--- src/rtl/hash16_pkg.sv ---
// Shared constants, packer state encoding and M3 packing rule for the 16-bit hashing path.
package hash16_pkg;

  localparam int unsigned WORD_W      = 16;
  localparam int unsigned BYTE_W      = 8;
  localparam int unsigned BLOCK_BYTES = 6;

  typedef enum logic [1:0] {
    IDLE,
    COLLECT,
    DRAIN,
    HOLD
  } packer_state_e;

  // M3 carries the non-zero byte count in its low bits.
  function automatic logic [WORD_W-1:0] pack_m3(input logic [2:0] cnt);
    return {13'b0, cnt};
  endfunction

endpackage

--- src/rtl/msg_block_packer.sv ---
// Collects up to six bytes of a message into a held block of four 16-bit words.
// Short messages are zero-padded; bytes past the sixth are discarded and flagged.
module msg_block_packer #(
  parameter int unsigned BLOCK_BYTES = 6,
  parameter int unsigned CNT_W       = 3
) (
  input  logic        clk,
  input  logic        rst,
  input  logic        in_valid,
  output logic        in_ready,
  input  logic [7:0]  in_byte,
  input  logic        in_last,
  output logic        out_valid,
  input  logic        out_ready,
  output logic [15:0] out_m0,
  output logic [15:0] out_m1,
  output logic [15:0] out_m2,
  output logic [15:0] out_m3,
  output logic        out_trunc
);

  import hash16_pkg::*;

  localparam logic [2:0] LastIdx = 3'(BLOCK_BYTES - 1);

  packer_state_e    r_state;
  packer_state_e    w_state_next;
  logic [7:0]       r_slot [BLOCK_BYTES];
  logic [2:0]       r_idx;
  logic [CNT_W-1:0] r_cnt;
  logic             r_trunc;

  logic w_accept;
  logic w_filling;
  logic w_release;
  logic w_nonzero;

  assign in_ready  = (r_state != HOLD);
  assign out_valid = (r_state == HOLD);

  assign w_accept  = in_valid && in_ready;
  // Bytes are kept only while slots remain; DRAIN swallows the overflow.
  assign w_filling = w_accept && ((r_state == IDLE) || (r_state == COLLECT));
  assign w_release = out_valid && out_ready;
  assign w_nonzero = (in_byte != 8'h00);

  // Next-state decode for the collect/drain/hold sequence.
  always_comb begin
    w_state_next = r_state;
    unique case (r_state)
      IDLE, COLLECT: begin
        if (w_accept) begin
          if (in_last)                 w_state_next = HOLD;
          else if (r_idx == LastIdx)   w_state_next = DRAIN;
          else                         w_state_next = COLLECT;
        end
      end
      DRAIN: begin
        if (w_accept && in_last) w_state_next = HOLD;
      end
      HOLD: begin
        if (out_ready) w_state_next = IDLE;
      end
      default: w_state_next = IDLE;
    endcase
  end

  // State register.
  always_ff @(posedge clk or posedge rst) begin
    if (rst) r_state <= IDLE;
    else     r_state <= w_state_next;
  end

  // Slot fill, non-zero count and truncation flag; all cleared when the block is consumed.
  always_ff @(posedge clk or posedge rst) begin
    if (rst) begin
      for (int i = 0; i < BLOCK_BYTES; i++) r_slot[i] <= 8'h00;
      r_idx   <= 3'd0;
      r_cnt   <= '0;
      r_trunc <= 1'b0;
    end else if (w_release) begin
      for (int i = 0; i < BLOCK_BYTES; i++) r_slot[i] <= 8'h00;
      r_idx   <= 3'd0;
      r_cnt   <= '0;
      r_trunc <= 1'b0;
    end else if (w_filling) begin
      r_slot[r_idx] <= in_byte;
      r_idx         <= r_idx + 3'd1;
      r_cnt         <= r_cnt + {{(CNT_W-1){1'b0}}, w_nonzero};
      if ((r_idx == LastIdx) && !in_last) r_trunc <= 1'b1;
    end
  end

  assign out_m0    = {r_slot[0], r_slot[1]};
  assign out_m1    = {r_slot[2], r_slot[3]};
  assign out_m2    = {r_slot[4], r_slot[5]};
  assign out_m3    = pack_m3(r_cnt);
  assign out_trunc = r_trunc;

endmodule

--- config.mk ---
export PLATFORM = sky130hd
export DESIGN_NAME = msg_block_packer
export DESIGN_NICKNAME = d
export VERILOG_FILES = /design/src/rtl/hash16_pkg.sv /design/src/rtl/msg_block_packer.sv
export SDC_FILE = /design/constraint.sdc
export NUM_CORES = 1
export LEC_CHECK = 0
export CORE_MARGIN = 5
export CORE_UTILIZATION = 47
export DETAILED_ROUTE_END_ITERATION = 10
export PLACE_DENSITY = 0.81
export SETUP_SLACK_MARGIN = 0.5
export SKIP_LAST_GASP = 1
export SYNTH_ARGS = -nofsm -noshare
export SYNTH_HDL_FRONTEND = slang
export SYNTH_SLANG_ARGS = --single-unit
--- constraint.sdc ---
create_clock -name clk -period 2.1 [get_ports clk]
set_input_delay 0.42 -clock clk [delete_from_list [all_inputs] [get_ports clk]]
set_output_delay 0.42 -clock clk [all_outputs]
set_load 0.02 [all_outputs]
==> metrics.txt, run 1 <==
Global Route met3 Usage approximately 6.6%; DRT Wirelength ~7.3 mm; Final min period 1.54 ns; clock insertion delay at the later pin of the skew report 0.34 ns; Critical Path RT 1.68 ns; top-area cell type share of the netlist area about half; GR Util met2 about a third; hold_buf cts 0; Die Y roughly 87 um; area of the die between 7000 and 8000 um^2; MaxCap Viol Count 0; post-synthesis cell area roughly 2800 um^2; Via density between 5 and 6; Synth Area in Adders around 1.8%; Reg2Reg Depth 3; WP data arrival 1.12 ns; Post-Synth Simple-Gate Area 22.3%; largest net degree at the start of global routing 42; Seq/Total Area, Yosys 51.4%; first-pass GRT wire length approximately 12 mm; Vias 2387; Setup crit end kind primary output; Design Area, Final 3700 um^2; GRT Overall Usage 20.9%; Worst Hold End r_state[0]$_DFFE_PP0P_; Critical Path, Cell by Cell dlygate4sd2_1; Post-synth EDFFs 0; power density cells 1400 nW/um^2; CTS Buf Count 9; Worst path slowest cell dfrtp_1; GRT Max-Usage Layer met2; initial antenna violation count 0; RSZ-0062 raised after global routing false; setup slack after layout about 0.56 ns; core area between 5000 and 6000 um^2; fin cells roughly 450; CTS tree built; Ant. Diodes 0; mux contribution to synthesized area 1.13%; fin. max-slew vios 0; crit path launch type register; clk_skew 0.00689 ns; Final Hold Viols 0; CP Max Fanout 3; DP Worst Slack 0.0165 ns; most common flop cell mapped by yosys dfrtp_1; final period utilization 73.2%; post-route antenna net violation count 0; Yosys cell types 34; Layout area overhead 33.2%; DRC Markers 0; DRT Pass-1 Iters 5; asr flop ratio synth 100%; CP Class reg2out; synth top area cells dfrtp_1, nand3_1, nand2_1, o21ai_1, o21ai_2; Top delay family on crit path flip-flops; hold path start in_valid; share of cells above drive strength 1 18.3%; Reg2Reg Setup Slack 0.68 ns; Synth Area in XOR/XNOR 0.946%; reg2reg end out_m2[11]$_DFFE_PP0P_; grt ovf 0; Top-Level Pins 80; DP Area ~3600 um^2; Worst-path clk slew 0.07 ns; leading area contributor after synthesis dfrtp_1; placed cell count 430; routability cong. around 0.83; Synth warnings 0; LEAKAGE 1.87 nW; worst IR drop on VDD 0.824 mV; status complete, no violations; vias in the first global route 2339; total clock sinks 57; IO Port Bufs 66; Worst path max stage delay roughly 0.4 ns; #FFs+latches synth 57; Synth Area in Compound Gates around an eighth; Fin Setup TNS 0 ns; Cells after Synth 290; die width 86.9 um; # setup viols final 0; FMAX 651 MHz; hold path cells 3; Final HPWL DP just over 5 mm; Rows 28; wire per inst 16.3 um; worst slew pin tran 0.543 ns; Root Driver clkbuf_8; met1 Track Usage GR 26.6%; fin nets ~380; Initial Util 47.8%; worst r2r src r_idx[0]$_DFFE_PP0P_; Mean Syn Cell Area about 9.6 um^2; Worst Path Buf+Inv 1; Worst Hold Class in2reg; largest family of logic cells by synthesized area simple AND/OR/NAND/NOR gates; H-tree depth 3; DRT iter0 DRCs 212; maximum root-to-sink buffer count 2; Slew Limit Headroom 63.7%
==> stage by stage <==
| step | power (mW) | hold slack [ns] | util, % |
|---|---|---|---|
| 2_1_floorplan | 3.33 | 0.507 | - |
| 5_1_grt | 5.53 | 0.477 | 63.6 |
| 4_1_cts | 5.22 | 0.485 | 63.4 |
| 3_3_place_gp | 4.41 | 0.478 | 61.2 |
| 6_report | 5.19 | 0.464 | 63.6 |
| 3_5_place_dp | 4.49 | 0.487 | 61.2 |
==> cell families (layout without fill, tap and decap cells) <==
| group | count (synthesis) | after routing |
|---|---|---|
| DFF | 57 | 57 |
| other | 1 | 13 |
| muxes | 3 | 3 |
| adders and majority gates | 4 | 4 |
| xor gates and xnor gates | 3 | 3 |
| and+or+nand+nor | 121 | 121 |
| AOI/OAI and AO/OA | 61 | 61 |
| buffers and inverters | 40 | 110 |
==> registers in the layout, summed over array words and instances, names as in the netlist <==
register,flops
out_m0,16
out_m1,16
out_m2,16
r_cnt,3
r_idx,3
r_state,2
out_trunc,1
==> cells in the final DEF, fill, tap and decap left out, types with 2 or more instances in the layout <==
master	Yosys	final
clkbuf_2	0	2
nor4_2	0	2
clkdlybuf4s50_1	0	3
clkdlybuf4s15_1	0	2
dlygate4sd2_1	0	56
clkinv_2	0	2
ha_1	4	3
buf_12	0	3
dfrtp_1	57	56
o21ai_0	4	4
and2_1	3	3
nor2_1	8	8
inv_1	3	2
o21ai_1	30	30
dlymetal6s2s_1	0	2
nand2b_1	2	2
clkbuf_1	7	3
nand3_1	41	41
o21ai_2	16	16
a21oi_1	9	9
clkbuf_8	0	10
buf_4	17	22
mux2i_1	2	2
conb_1	1	13
xor2_1	3	3
nand2_1	44	44
nand3b_1	11	11
==> layer usage <==
metal,up-vias,routed length (um)
met2,105,3690
met1,1149,2990
met3,10,534
met4,0,78
met5,-,0
li1,1123,-
==> final cells by class <==
class	instances	area, um^2
clock buffers	13	149
clock inverters	3	40.0
fillers	532	2120
inverters	3	15.0
multi-input cells	205	1170
flip-flops and latches	57	1430
well taps	75	93.8
repair buffers	91	806
==> how the worst max path moves through the flow <==
stage	start	end	slack [ns]	depth (start not counted)
after floorplan	in_byte[3]	r_cnt[2]$_DFFE_PP0P_	0.63	7
after global placement	in_byte[7]	r_cnt[2]$_DFFE_PP0P_	0.05	8
after detailed placement	in_byte[3]	r_cnt[2]$_DFFE_PP0P_	0.02	8
after CTS	r_state[0]$_DFFE_PP0P_	in_ready	0.41	3
after global routing	in_byte[0]	r_cnt[2]$_DFFE_PP0P_	0.50	8
final	r_cnt[1]$_DFFE_PP0P_	out_m3[1]	0.56	1
==> power by group <==
| group | internal [mW] | total, mW | switching [mW] |
|---|---|---|---|
| combinational | 0.926 | 2.37 | 1.45 |
| clock | 0.577 | 0.993 | 0.415 |
| sequential | 1.52 | 1.82 | 0.308 |
==> repair_timing <==
action                     in CTS  in global routing
resized for setup              64                 13
setup endpoints to repair      56                 16
pin swaps                       2                  3
hold endpoints to repair        0                  0
setup buffers                   1                  0
==> synth_stat cells, types with 2 or more instances <==
| library cell | number |
|---|---|
| dfrtp_1 | 57 |
| nand2_1 | 44 |
| nand3_1 | 41 |
| o21ai_1 | 30 |
| buf_4 | 17 |
| o21ai_2 | 16 |
| nand3b_1 | 11 |
| buf_2 | 10 |
| a21oi_1 | 9 |
| nor2_1 | 8 |
| clkbuf_1 | 7 |
| ha_1 | 4 |
| o21ai_0 | 4 |
| and2_1 | 3 |
| buf_6 | 3 |
| inv_1 | 3 |
| xor2_1 | 3 |
| mux2i_1 | 2 |
| nand2b_1 | 2 |
| nor4_1 | 2 |
==> worst reg2reg max path: stages, from the launching register on <==
cell and delay (ns):
dfrtp_2 0.52, nor3b_4 0.29, and2_1 0.36, o21ai_1 0.12
Note: power is estimated with default switching activity, not from simulation.
==> run 2, diff against run 1 <==
Settings changed: CORE_UTILIZATION 47 to 43, PLACE_DENSITY 0.81 to 0.78.
Clock period 2.1 ns to 1.4 ns, I/O delays scaled along.
==> run 2 against run 1 <==
Compared with the run above: combinational power is 150% higher; global-route usage is 0.32 points higher; clock skew hardly changed; largest power group unchanged; power is 100% higher; design area is 25% higher; highest routed layer unchanged.
==> metrics.txt, run 2 (synthesized netlist as in run 1, its figures left out) <==
status complete, no violations; CP Class reg2reg; grt ovf 0; clock insertion delay at the later pin of the skew report roughly 0.34 ns; fin cells 500; sequential share of power 27.3%; routability cong. 0.848; GRT Overall Usage 21.2%; crit path from r_idx[1]$_DFFE_PP0P_; Critical Path, Cell by Cell nand3b_1, buf_4, nor2_4, o21ai_1; wire per inst roughly 18 um; Rows 29; Psw 4.00 mW; FMAX 734 MHz; CTS Buf Count 9; Layout area overhead 66.6%; worst r2r src r_idx[1]$_DFFE_PP0P_; vias in the first global route roughly 2600; Top delay family on crit path flip-flops; Filler Cell Count between 400 and 500; Clock power frac between 15 and 20%; worst IR drop on VDD 1.33 mV; share of cells above drive strength 1 around 50%; Root Driver clkbuf_8; commonest cells after routing, fill and taps aside buf_6, buf_4, dfrtp_1; total clock sinks 57; die width between 90 and 100 um; Worst path max stage delay 0.46 ns; placed cell count 440; core area 6310 um^2; Initial Util 44.0%; DRC Markers 0; Top-Level Pins 80; IO Port Bufs 66; WP data arrival 1.58 ns; WHS approximately 0.35 ns; Setup crit end kind register; post-route antenna net violation count 0; Ant. Diodes 0; fin. max-slew vios 0; Final HPWL DP 5.25 mm; RSZ-0062 raised after global routing true; Worst Path Buf+Inv 1; DP Area 3740 um^2; power density cells 2240 nW/um^2; Die Y 90.4 um; clk_skew 0.00680 ns; Pint roughly 6.4 mW; first-pass GRT wire length 13.7 mm; final period utilization 97.3%; DRT Wirelength just under 9 mm; DRT Pass-1 Iters 4; Via density 5.36; Worst-path clk slew around 0.06 ns; H-tree depth 3; DRT iter0 DRCs about 230; Vias about 2700; maximum root-to-sink buffer count 2; initial antenna violation count 0; Final Hold Viols 0; hold_buf cts 0; Final min period 1.36 ns; area of the die between 8000 and 9000 um^2; fin nets 436; commonest non-fill, non-tap cell in the layout buf_6; Sw Share 38.6%; Worst path slowest cell dfrtp_2; Design Area, Final 4630 um^2; Critical Path RT 1.61 ns; CTS tree built; CP Max Fanout 8; crit path launch type register; largest net degree at the start of global routing between 50 and 60; MaxCap Viol Count 0; combinational power share 56.8%; LEAKAGE 2.17 nW; Worst Hold Class in2async; # setup viols final 0
-- run 2: cell count changes in the layout (fill, tap and decap cells not counted), sizes merged --
cell | previous run | this run
buf | 26 | 130
dlygate4sd2 | 56 | 3
dlymetal6s2s | 2 | 0
clkdlybuf4s15 | 2 | 5
clkinv | 2 | 1
-- run 2: repair_timing --
action                                  CTS  global route
hold endpoints to repair                  0             0
gates resized for setup                 372            26
endpoints found under the setup margin  111           111
setup buffers                            24            17
pin swaps                                19            22
cloned                                    2             2
-- run 2: worst paths after layout --
kind	endpoint	slack, ns	depth (start not counted)
setup / recovery	out_m2[7]$_DFFE_PP0P_	0.04	4
hold / removal	out_m1[11]$_DFFE_PP0P_	0.35	3
setup reg to reg	out_m2[7]$_DFFE_PP0P_	0.04	4
hold reg to reg	out_trunc$_DFFE_PP0P_	0.53	1
max in group asynchronous	r_idx[0]$_DFFE_PP0P_	0.77	3
min in group clk	out_m2[4]$_DFFE_PP0P_	0.42	4
-- run 2: worst register-to-register path: cells and delay by family (launching register included) --
family          cells  cell delay (ns)
flops               1             0.46
simple gates        2             0.46
buf+inv             1             0.18
compound gates      1             0.13
-- run 2: power by group through the flow --
stage / clock (mW) / combinational [mW] / sequential (mW)
2_1_floorplan: 0 / 1.92 / 3.34
3_3_place_gp: 0 / 4.24 / 2.70
3_5_place_dp: 0 / 4.35 / 2.72
4_1_cts: 1.66 / 5.24 / 2.81
5_1_grt: 1.77 / 6.24 / 2.89
6_report: 1.66 / 5.88 / 2.83
-- run 2: cell type report --
class / instances / area [um^2] / share of cell area [%]
clock buffer: 13 / 179 / 3.87
clock inverter: 2 / 35.0 / 0.757
inverter: 3 / 17.5 / 0.378
multi-input combinational: 205 / 1380 / 29.9
sequential: 57 / 1430 / 30.9
tap: 77 / 96.3 / 2.08
timing repair buffer: 143 / 1490 / 32.1
-- run 2: stage by stage --
stage / setup WS (ns) / power [mW] / setup TNS, ns / utilization (%)
after floorplan: 0.0846 / 5.26 / 0 / -
after global routing: -0.0103 / 10.9 / -0.0103 / 73.3
after detailed placement: -0.522 / 7.07 / -12.20 / 59.2
after global placement: -0.506 / 6.94 / -11.03 / 59.2
final: 0.0380 / 10.4 / 0 / 73.3
after CTS: 0.0666 / 9.72 / 0 / 69.1
-- run 2: layer usage --
metal / up-vias / share of wire (%) / GRT usage (%)
met5: - / 0 / 0
met4: 0 / 3.1 / 10.2
met3: 25 / 7.7 / 4.92
met2: 133 / 51 / 35.4
met1: 1293 / 38 / 25.7
li1: 1229 / - / -
==> run 3, diff against run 2 <==
Settings changed: CORE_UTILIZATION 43 to 50, CTS_CLUSTER_SIZE set to 30, HOLD_SLACK_MARGIN set to 0.03, PLACE_DENSITY 0.78 to 0.85.
Clock period 1.4 ns to 1.7 ns, I/O delays scaled along.
==> run 3 against run 2 <==
Compared with the run above: clock skew grew 0.0038 ns; clock power fell by 33%; cell count rose by 2.0%; global-route usage rose by 3.0 points; first-iteration DRC count up 75%; combinational power fell by 7.8%; core utilization increased by 15 points; critical path type is now reg2out.
==> metrics.txt, run 3 (synthesized netlist as in run 1, its figures left out) <==
status complete, no violations; H-tree depth 3; DRT iter0 DRCs 398; core area between 5000 and 6000 um^2; Setup crit end kind primary output; vias in the first global route 2724; routability cong. 0.848; Initial Util roughly half; final period utilization 82.8%; FMAX 711 MHz; Root Driver clkbuf_8; wire per inst 23.5 um; GRT Overall Usage 24.2%; LEAKAGE 2.26 nW; CTS Buf Count 9; IO Port Bufs 66; DRT Pass-1 Iters 6; Rows 27; fin nets 451; maximum root-to-sink buffer count 2; placed cell count 427; Ant. Diodes 0; fin cells slightly above 500; RSZ-0062 raised after global routing true; Final HPWL DP 4.90 mm; Via density 6.06; worst IR drop on VDD about 1.1 mV; largest net degree at the start of global routing 58; share of cells above drive strength 1 about three fifths; initial antenna violation count 0; CP Max Fanout 2; power density cells 1860 nW/um^2; first-pass GRT wire length 13.3 mm; setup slack after layout about 0.3 ns; Worst path max stage delay 0.38 ns; post-route antenna net violation count 0; CP endpoint in_ready; clk_skew about 0.011 ns; DRC Markers 0; commonest cells after routing, fill and taps aside buf_6, buf_4, dfrtp_1; clock insertion delay at the later pin of the skew report 0.36 ns; total clock sinks 57; Layout area overhead 72.7%; WP data arrival 1.07 ns; Worst path slowest cell dfrtp_1; area of the die between 7000 and 8000 um^2; Storage cell area roughly 1400 um^2; worst r2r src r_state[0]$_DFFE_PP0P_; Filler Cell Count 236; Reg2Reg Setup Slack 0.30 ns; DRT Wirelength roughly 12 mm; Multi-input gate area 1520 um^2; crit path from r_state[0]$_DFFE_PP0P_; Top-Level Pins 80; Critical Path, Cell by Cell and2_4, inv_2, buf_6; reg2reg end r_state[0]$_DFFE_PP0P_; commonest non-fill, non-tap cell in the layout buf_6; die width 84.5 um; DP Worst Slack -0.324 ns; MaxCap Viol Count 0; crit path launch type register; Final Hold Viols 0; CTS tree built; Critical Path RT 1.36 ns; # setup viols final 0; Die Y about 85 um; fin. max-slew vios 0; CP Class reg2out; grt ovf 0; Worst Hold Class in2reg; Worst-path clk slew 0.07 ns; Fin Setup TNS 0 ns; Final min period 1.41 ns; Reg2Reg Depth 5; Vias roughly 3100
run 3: how the worst min path moves through the flow:
stage	startpoint	to	slack, ns	cells past startpoint
after floorplan	rst	out_m0[0]$_DFFE_PP0P_	0.43	1
after global placement	out_trunc$_DFFE_PP0P_	out_trunc$_DFFE_PP0P_	0.49	1
after detailed placement	out_trunc$_DFFE_PP0P_	out_trunc$_DFFE_PP0P_	0.48	1
after CTS	in_byte[4]	out_m2[12]$_DFFE_PP0P_	0.42	4
after global routing	in_byte[0]	out_m0[0]$_DFFE_PP0P_	0.41	4
final	in_byte[0]	out_m0[0]$_DFFE_PP0P_	0.40	4
run 3: worst max-delay path, delay by kind of cell, from the launching register on:
family                 cells  cell delay, ns
buffers and inverters      2            0.16
and+or+nand+nor            1            0.17
DFF                        1            0.38
run 3: through the flow:
stage	power [mW]	area, um^2	hold slack [ns]	util [%]
6_report	8.93	4800	0.396	88.2
5_1_grt	9.28	4800	0.406	88.2
3_5_place_dp	5.63	3610	0.484	66.4
4_1_cts	7.47	4140	0.416	76.2
3_3_place_gp	5.54	3610	0.486	66.4
2_1_floorplan	4.25	2910	0.427	-
run 3: where the power goes:
group          switching [mW]  internal (mW)
logic                    2.68           2.74
registers               0.514           1.88
clock network           0.554          0.564
total                    3.75           5.18
run 3: what timing repair did:
action / 4_1_cts / 5_1_grt
hold buffers: 0 / 0
gates cloned: 1 / 8
setup buffers: 31 / 28
endpoints found under the setup margin: 111 / 110
resized for setup: 384 / 88
pin swaps: 30 / 50
run 3: routing by layer:
layer	vias up	wire [um]	global-route usage (%)
li1	1260	-	-
met3	75	1390	5.30
met2	263	5850	40.0
met4	0	644	14.1
met1	1491	4090	28.9
met5	-	0	0
run 3: cell type report:
class / instances / share of cell area [%]
inverters: 3 / 0.313
well taps: 72 / 1.88
multi-input cells: 205 / 31.6
repair buffers: 158 / 33.1
clock buffers: 15 / 3.26
flip-flops and latches: 57 / 29.8
